[config.mk]
export PLATFORM = sky130hd
export DESIGN_NAME = imem_dmem_arbiter
export DESIGN_NICKNAME = d
export VERILOG_FILES = /design/src/rtl/imem_dmem_arbiter.sv
export SDC_FILE = /design/constraint.sdc
export NUM_CORES = 1
export LEC_CHECK = 0
export ABC_CLOCK_PERIOD_IN_PS = 1600
export CAP_MARGIN = 20
export CORE_MARGIN = 3
export CORE_UTILIZATION = 28
export CTS_BUF_LIST = sky130_fd_sc_hd__clkbuf_4
export DETAILED_ROUTE_END_ITERATION = 8
export PLACE_DENSITY = 0.89
export RECOVER_POWER = 50
export REMOVE_ABC_BUFFERS = 1
export SYNTH_ARGS = -nofsm -noshare
export SYNTH_HDL_FRONTEND = slang
export SYNTH_SLANG_ARGS = --single-unit
[constraint.sdc]
create_clock -name clk -period 1.6 [get_ports clk]
set_input_delay 0.16 -clock clk [delete_from_list [all_inputs] [get_ports clk]]
set_output_delay 0.16 -clock clk [all_outputs]
set_load 0.05 [all_outputs]
[src/rtl/imem_dmem_arbiter.sv]
`default_nettype none
// ============================================================================
//  Module   : imem_dmem_arbiter
//  Purpose  : Shares one single-port, synchronous-read 32-bit RAM between the
//             instruction-fetch port (i_*) and the load/store port (d_*).
//             The data port has priority. A starvation guard lets fetch win
//             the next contended cycle after STARVE_MAX consecutive losses.
//             One access per cycle, fixed 1-cycle read latency, and
//             saturating per-port stall counters for debug.
//  Revision : 1.0 - initial release
// ----------------------------------------------------------------------------
//  Parameters
//    ADDR_W     byte-address width of both requester ports
//    STARVE_MAX consecutive contended fetch losses before fetch wins
//               (0 = pure data priority)
//    CNT_W      width of the saturating stall counters
//  Ports
//    clk, rst_n               clock, asynchronous active-low reset
//    i_req/i_addr             fetch request and byte address
//    i_gnt                    fetch granted this cycle (combinational)
//    i_rvalid/i_rdata         fetch response, one cycle after the grant
//    d_req/d_addr/d_we        data request, byte address, write select
//    d_wdata/d_wstrb          lane-aligned write data and byte enables
//    d_gnt                    data granted this cycle (combinational)
//    d_rvalid/d_rdata         data read response or write acknowledge
//    mem_en/mem_addr/mem_we   RAM access enable, word address, byte writes
//    mem_wdata/mem_rdata      RAM write data / read data (1-cycle latency)
//    i_stall_cnt/d_stall_cnt  cycles spent requesting without a grant
// ============================================================================
module imem_dmem_arbiter #(
  parameter int ADDR_W     = 16,
  parameter int STARVE_MAX = 3,
  parameter int CNT_W      = 16
) (
  input  logic              clk,
  input  logic              rst_n,
  // instruction-fetch port
  input  logic              i_req,
  input  logic [ADDR_W-1:0] i_addr,
  output logic              i_gnt,
  output logic              i_rvalid,
  output logic [31:0]       i_rdata,
  // load/store port
  input  logic              d_req,
  input  logic [ADDR_W-1:0] d_addr,
  input  logic              d_we,
  input  logic [31:0]       d_wdata,
  input  logic [3:0]        d_wstrb,
  output logic              d_gnt,
  output logic              d_rvalid,
  output logic [31:0]       d_rdata,
  // RAM side
  output logic              mem_en,
  output logic [ADDR_W-3:0] mem_addr,
  output logic [3:0]        mem_we,
  output logic [31:0]       mem_wdata,
  input  logic [31:0]       mem_rdata,
  // debug counters
  output logic [CNT_W-1:0]  i_stall_cnt,
  output logic [CNT_W-1:0]  d_stall_cnt
);

  // The loss counter needs to reach STARVE_MAX; keep at least one bit so the
  // guard-disabled build still elaborates cleanly.
  localparam int              LOSE_W   = (STARVE_MAX > 0) ? $clog2(STARVE_MAX + 1) : 1;
  localparam logic [LOSE_W-1:0] LOSE_MAX = LOSE_W'(STARVE_MAX);
  localparam logic [CNT_W-1:0]  CNT_MAX  = {CNT_W{1'b1}};

  // Owner of the response presented in the cycle after a grant.
  typedef enum logic [1:0] {
    OWN_NONE = 2'd0,
    OWN_I    = 2'd1,
    OWN_DRD  = 2'd2,
    OWN_DWR  = 2'd3
  } owner_t;

  owner_t              r_owner;
  owner_t              w_owner_nxt;
  logic [LOSE_W-1:0]   r_lose_cnt;
  logic [LOSE_W-1:0]   w_lose_nxt;
  logic [CNT_W-1:0]    r_i_stall;
  logic [CNT_W-1:0]    r_d_stall;

  logic                w_guard;
  logic                w_i_win;
  logic                w_d_win;
  logic                w_contend;

  // Byte-offset bits are not used for word-wide RAM accesses.
  logic                w_unused;
  assign w_unused = ^{i_addr[1:0], d_addr[1:0]};

  // --------------------------------------------------------------------------
  // Arbitration. Grants are gated by rst_n so nothing is granted (and the RAM
  // is not touched) while reset is held, even though the requests may be up.
  // --------------------------------------------------------------------------
  assign w_guard   = (STARVE_MAX > 0) && (r_lose_cnt == LOSE_MAX);
  assign w_contend = i_req & d_req;
  assign w_i_win   = rst_n & i_req & (~d_req | w_guard);
  assign w_d_win   = rst_n & d_req & (~i_req | ~w_guard);

  assign i_gnt = w_i_win;
  assign d_gnt = w_d_win;

  // --------------------------------------------------------------------------
  // RAM drive from the winner of this cycle.
  // --------------------------------------------------------------------------
  always_comb begin
    mem_en    = 1'b0;
    mem_addr  = '0;
    mem_we    = 4'b0000;
    mem_wdata = d_wdata;
    if (w_d_win) begin
      mem_en   = 1'b1;
      mem_addr = d_addr[ADDR_W-1:2];
      mem_we   = d_we ? d_wstrb : 4'b0000;
    end else if (w_i_win) begin
      mem_en   = 1'b1;
      mem_addr = i_addr[ADDR_W-1:2];
    end
  end

  // --------------------------------------------------------------------------
  // Response owner: next-state logic and registered state.
  // --------------------------------------------------------------------------
  always_comb begin
    w_owner_nxt = OWN_NONE;
    if (w_i_win) begin
      w_owner_nxt = OWN_I;
    end else if (w_d_win) begin
      w_owner_nxt = d_we ? OWN_DWR : OWN_DRD;
    end
  end

  always_ff @(posedge clk or negedge rst_n) begin
    if (!rst_n) begin
      r_owner <= OWN_NONE;
    end else begin
      r_owner <= w_owner_nxt;
    end
  end

  // Response presentation. RAM data is steered to the owner only; the other
  // port and write acknowledges see zero data.
  always_comb begin
    i_rvalid = 1'b0;
    i_rdata  = 32'h0;
    d_rvalid = 1'b0;
    d_rdata  = 32'h0;
    case (r_owner)
      OWN_I: begin
        i_rvalid = 1'b1;
        i_rdata  = mem_rdata;
      end
      OWN_DRD: begin
        d_rvalid = 1'b1;
        d_rdata  = mem_rdata;
      end
      OWN_DWR: begin
        d_rvalid = 1'b1;
      end
      default: begin
        i_rvalid = 1'b0;
      end
    endcase
  end

  // --------------------------------------------------------------------------
  // Starvation guard. Counts consecutive contended cycles lost by fetch; any
  // cycle where fetch is granted or not requesting starts the count over.
  // With the guard disabled LOSE_MAX is 0, so the count never leaves 0.
  // --------------------------------------------------------------------------
  always_comb begin
    w_lose_nxt = '0;
    if (w_contend && w_d_win) begin
      w_lose_nxt = (r_lose_cnt == LOSE_MAX) ? r_lose_cnt : r_lose_cnt + LOSE_W'(1);
    end
  end

  always_ff @(posedge clk or negedge rst_n) begin
    if (!rst_n) begin
      r_lose_cnt <= '0;
    end else begin
      r_lose_cnt <= w_lose_nxt;
    end
  end

  // --------------------------------------------------------------------------
  // Saturating stall counters.
  // --------------------------------------------------------------------------
  always_ff @(posedge clk or negedge rst_n) begin
    if (!rst_n) begin
      r_i_stall <= '0;
      r_d_stall <= '0;
    end else begin
      if (i_req && !w_i_win && (r_i_stall != CNT_MAX)) begin
        r_i_stall <= r_i_stall + CNT_W'(1);
      end
      if (d_req && !w_d_win && (r_d_stall != CNT_MAX)) begin
        r_d_stall <= r_d_stall + CNT_W'(1);
      end
    end
  end

  assign i_stall_cnt = r_i_stall;
  assign d_stall_cnt = r_d_stall;

endmodule
`default_nettype wire

Word level (Yosys, flattened, before mapping)
Index checks and enable logic that the tools add are counted.
{"block": "word_totals", "inputBits": 105, "reg_bits": 36, "out_inout_bits": 151}
{"block": "classes", "reduce_logical": 8, "n_eq_ne": 7, "add_sub_neg": 3, "bitwise": 10, "mux": 15}
{"cell": "32-bit two-way mux", "n": 2}
{"cell": "16-bit by 1-bit adder with 16-bit output (second input constant)", "n": 2}
{"cell": "16-bit inequality test (second input constant)", "n": 2}
{"cell": "14-bit two-way mux", "n": 2}
{"cell": "2-bit two-way mux", "n": 4}
{"cell": "4-bit two-way mux", "n": 2}
{"cell": "2-bit == test (second input constant)", "n": 3}
{"cell": "1-bit bitwise AND", "n": 5}
{"cell": "1-bit logical AND", "n": 5}
{"cell": "1-bit two-way mux", "n": 5}
{"cell": "1-bit NOT", "n": 3}
{"cell": "2-bit by 1-bit adder with 2-bit output (second input constant)", "n": 1}
{"cell": "2-bit by 1-bit == test with 1-bit output (second input constant)", "n": 1}
{"cell": "1-bit logical NOT", "n": 2}
{"cell": "2-bit inequality test (second input constant)", "n": 1}
{"cell": "1-bit OR", "n": 2}
{"cell": "2-bit OR reduction", "n": 1}

Longest topological paths before layout
{"block": "depth", "word_depth": 7, "ltp_mapped": 6, "mapped_depth_nobuf": 5}

Least setup slack after synthesis
No wires, ideal clock.
{"block": "synth_timing", "path_kind": "flip-flop to output port", "from": "register r_lose_cnt[0]", "to": "output mem_addr[10]", "n_path_buf": 2, "arrival_ns": 1.878, "required_ns": 1.440, "slack_ns": -0.438, "stages_incl_launch_ff": 7, "path_cell_list": "dfrtp_1 -> ha_1 -> nand2b_1 -> and3_1 -> clkbuf_1 -> buf_2 -> a22o_1"}
{"block": "synth_via", "elab_chain_len": 5, "elab_cells_between_ends": 8, "cone_classes": "1 x eq/ne; 2 x mux; 5 x bitwise"}
{"element": "from (decl)", "line": "79", "text": "logic [LOSE_W-1:0] r_lose_cnt;"}
{"element": "from (signal assigned)", "line": "184", "text": "r_lose_cnt <= w_lose_nxt;"}
{"element": "2-bit == test", "line": "97", "text": "assign w_guard = (STARVE_MAX > 0) && (r_lose_cnt == LOSE_MAX);"}
{"element": "1-bit OR", "line": "99", "text": "assign w_i_win = rst_n & i_req & (~d_req | w_guard);"}
{"element": "1-bit bitwise AND", "line": "99"}
{"element": "net i_gnt", "line": "40", "text": "output logic i_gnt,"}
{"element": "14-bit two-way mux", "line": "117", "text": "end else if (w_i_win) begin"}
{"element": "14-bit two-way mux", "line": "113", "text": "if (w_d_win) begin"}
{"element": "to (decl)", "line": "54", "text": "output logic [ADDR_W-3:0] mem_addr,"}
The timed path passes the listed nets, and every way through them passes these cells.

Worst setup path after layout
{"block": "layout_timing", "from": "input rst_n", "to": "register r_i_stall[11], in the netlist i_stall_cnt[11]"}
{"block": "layout_via", "elab_chain_len": 5}
{"element": "from (decl)", "line": "36", "text": "input logic rst_n,"}
{"element": "1-bit bitwise AND (2 in a row)", "line": "99"}
{"element": "1-bit logical NOT", "line": "196", "text": "if (i_req && !w_i_win && (r_i_stall != CNT_MAX)) begin"}
{"element": "1-bit logical AND (2 in a row)", "line": "196"}
{"element": "to (signal assigned)", "line": "197", "text": "r_i_stall <= r_i_stall + CNT_W'(1);"}
{"element": "to (decl)", "line": "81", "text": "logic [CNT_W-1:0] r_i_stall;"}
Every way passes these cells.
A chain may end at the register's enable or synchronous reset.

==> key figures <==
Power and ir drop
  – Clock Power Share: between 10% and 20%
  – Power per cell area: 769.2 nW/µm²
  – Comb power frac: between 60 and 70%
  – NetSw: between 2 and 2.5 mW
  – P_int: roughly 2.8 mW
  – Net Sw Frac: between 40 and 50%
  – Maximum VDD drop: between 700 and 800 µV
  – Reg power frac: between 20% and 30%
  – Leak pwr: 2.910 nW
  – Final Power: between 5 and 6 mW

Global route
  – Grt ovf: 0
  – Number of antenna violations at the first check in global routing: 0
  – GRT Total Usage: about a quarter
  – Pin count of the biggest net entering global routing: 33
  – First-pass GRT wire length: ~21000 µm
  – Vias in the first global route: between 3000 and 4000

Clock network
  – CTS tree: built
  – Reg clk slew, reported paths: 0.12 ns
  – Max Buffers Root-to-Sink: 2
  – Htree depth: 2
  – Root Buffer: clkbuf_4
  – TritonCTS Buffers: 5
  – Later-pin clock latency in the skew report: 0.35 ns
  – CTS Sinks: 36

Yosys
  – Synth Flop Type: dfrtp_1
  – Post-Syn Area: about 2700 µm²
  – Most common library cells after synthesis: and2_1, dfrtp_1, buf_4
  – Area leader, netlist: dfrtp_1
  – Seq/Total Area, Yosys: between 30 and 40%
  – Yosys warning count: 0
  – FF+latch count, synth: 36
  – Ys async rst share: between 90% and 100%
  – Synth top area cells: dfrtp_1, and2_1, buf_4, xor2_1, a22o_1
  – Synth top area share: between 30 and 40%
  – Number of synthesized flops with an enable pin: 0
  – Syn_area_per_cell: 8.989 µm²
  – Cells after synthesis: 299
  – Synth unique cells: between 40 and 50
  – Dominant cell by count in the synthesized netlist: and2_1

Place
  – Post-DP HPWL: 10850 µm
  – Placed Area: between 5000 and 6000 µm²
  – Port bufs: 187
  – Gpl congestion: roughly 0.86

Job
  – Number of max-cap violations: 0

Hold path
  – HP Class: primary input to output pin
  – Hold path cells: 0

Floorplanning
  – Die Y: slightly above 100 µm
  – Chip Width: 104.0 µm
  – Starting Density: 28.95%
  – Die Area: 10810 µm²
  – Core Area: about 9300 µm²
  – Num ports: around 260
  – Row cnt: 35

STA
  – Final WS setup: -0.4188 ns
  – Final Critical Period: just over 2 ns
  – Final period utilization: 126.2%
  – Max frequency: ~500 MHz
  – Final setup vio count: slightly above 100
  – RSZ-0062 raised after global routing: yes
  – Rel. slew slack: around 65%
  – Final hold vios: 0
  – Worst Max-Slew Pin Slew: 0.5193 ns
  – Slew Viols, Final: 0
  – Skew final: 0.02105 ns
  – Worst hold slack: roughly 0.32 ns

Routing
  – Via count: around 3400
  – Pre-antenna DRT Iters: 4
  – Wire length per cell: between 20 and 25 µm
  – ANT nets after route: 0
  – Post-Route WL: around 16000 µm
  – Number of vias per cell: 5.119
  – Drt drc: 0
  – Initial DRC count: ~120

Setup path
  – Worst EP arrival: about 2.3 ns
  – CP max FO: 18
  – CP required: 1.84 ns
  – WS Path Type: primary input to register
  – Worst Setup Start Kind: primary input
  – R2R cell count: 6
  – CP Capture Type: register

Cells and area
  – Layout Cell Area excl Fill: ~6600 µm²
  – Layout net count: about 630
  – Layout area overhead: 147.2%
  – Ant diodes: 0
  – Share of layout cells above drive strength 1: between 60% and 70%

Status
  – Status: finished, violations left
  – Failing checks: setup timing
power groups by stage:
stage	clock network, mW	registers (mW)	logic, mW
after floorplan	0	1.93	0.734
after global placement	0	1.25	2.69
after detailed placement	0	1.27	2.74
after CTS	0.637	1.27	2.99
after global routing	0.671	1.33	3.30
final	0.634	1.30	3.18
layer usage:
| metal | wire (µm) | GRT usage [%] |
|---|---|---|
| met1 | 5667 | 28.60 |
| met5 | 60 | 4.286 |
| met2 | 8010 | 45.45 |
| met4 | 437 | 6.458 |
| met3 | 1344 | 9.808 |
state kept, by name, indices dropped and copies added, names as in the netlist:
name,count
r_owner,2
d_stall_cnt,16
i_stall_cnt,16
r_lose_cnt,2
metrics by stage:
stage          TNS, ns  setup slack (ns)  util, %  instances
6_report        -19.20           -0.4188    71.55        655
5_1_grt         -26.90           -0.4951    71.55        655
3_3_place_gp    -7.518           -0.2804    59.77        614
2_1_floorplan   -80.14            -1.164        -        256
3_5_place_dp    -10.01           -0.3748    59.77        614
4_1_cts         -13.23           -0.4019    67.64        641
cell type report:
cell class	count	area, µm²
clock buffers	5	37.54
clock inverters	3	37.54
fillers	607	2641
inverters	7	26.28
multi-input cells	214	2049
flip-flops and latches	36	902.1
well taps	129	161.4
repair buffers	261	3428
repair_timing:
action / in CTS / in global routing
setup buffers: 12 / 10
resized for setup: 122 / 38
pin swaps: 32 / 56
hold endpoints to repair: 36 / 0
setup endpoints to repair: 104 / 113
gates cloned: 6 / 5
hold buffers: 1 / 0
critical path, stage by stage:
cell	delay (ns)
clkbuf_1	0.18
dlygate4sd3_1	0.68
clkbuf_2	0.38
a2111oi_4	0.52
nand3b_1	0.17
xnor2_1	0.16
cells by family after synthesis:
group	count (synthesis)	synth area share, %
compound gates	23	7.822
xor+xnor	26	8.473
flops	36	33.52
fa+ha+maj	3	1.397
simple gates	157	35.43
mux	4	1.769
buf+inv	50	11.59
worst paths after layout:
| kind | slack [ns] | to | start |
|---|---|---|---|
| worst max-delay path | -0.42 | i_stall_cnt[11] | rst_n |
| worst min-delay path | 0.32 | mem_wdata[4] | d_wdata[4] |
| worst max register to register | -0.18 | i_stall_cnt[11] | r_lose_cnt[0] |
| worst min register to register | 0.53 | i_stall_cnt[15] | i_stall_cnt[15] |
| max in group asynchronous | 0.42 | d_stall_cnt[2] | rst_n |
| min in group asynchronous | 0.42 | r_owner[0] | rst_n |
placed cells by master (no fill, tap or decap), types with 12 or more instances in the layout:
cell | netlist | final
and2_4 | 0 | 64
buf_12 | 0 | 91
buf_4 | 32 | 78
buf_6 | 0 | 15
clkdlybuf4s50_1 | 0 | 67
dfrtp_1 | 36 | 35
nand3_1 | 15 | 14
nand4_1 | 12 | 12
xor2_1 | 15 | 15
Note: power is estimated with default switching activity, not from simulation.
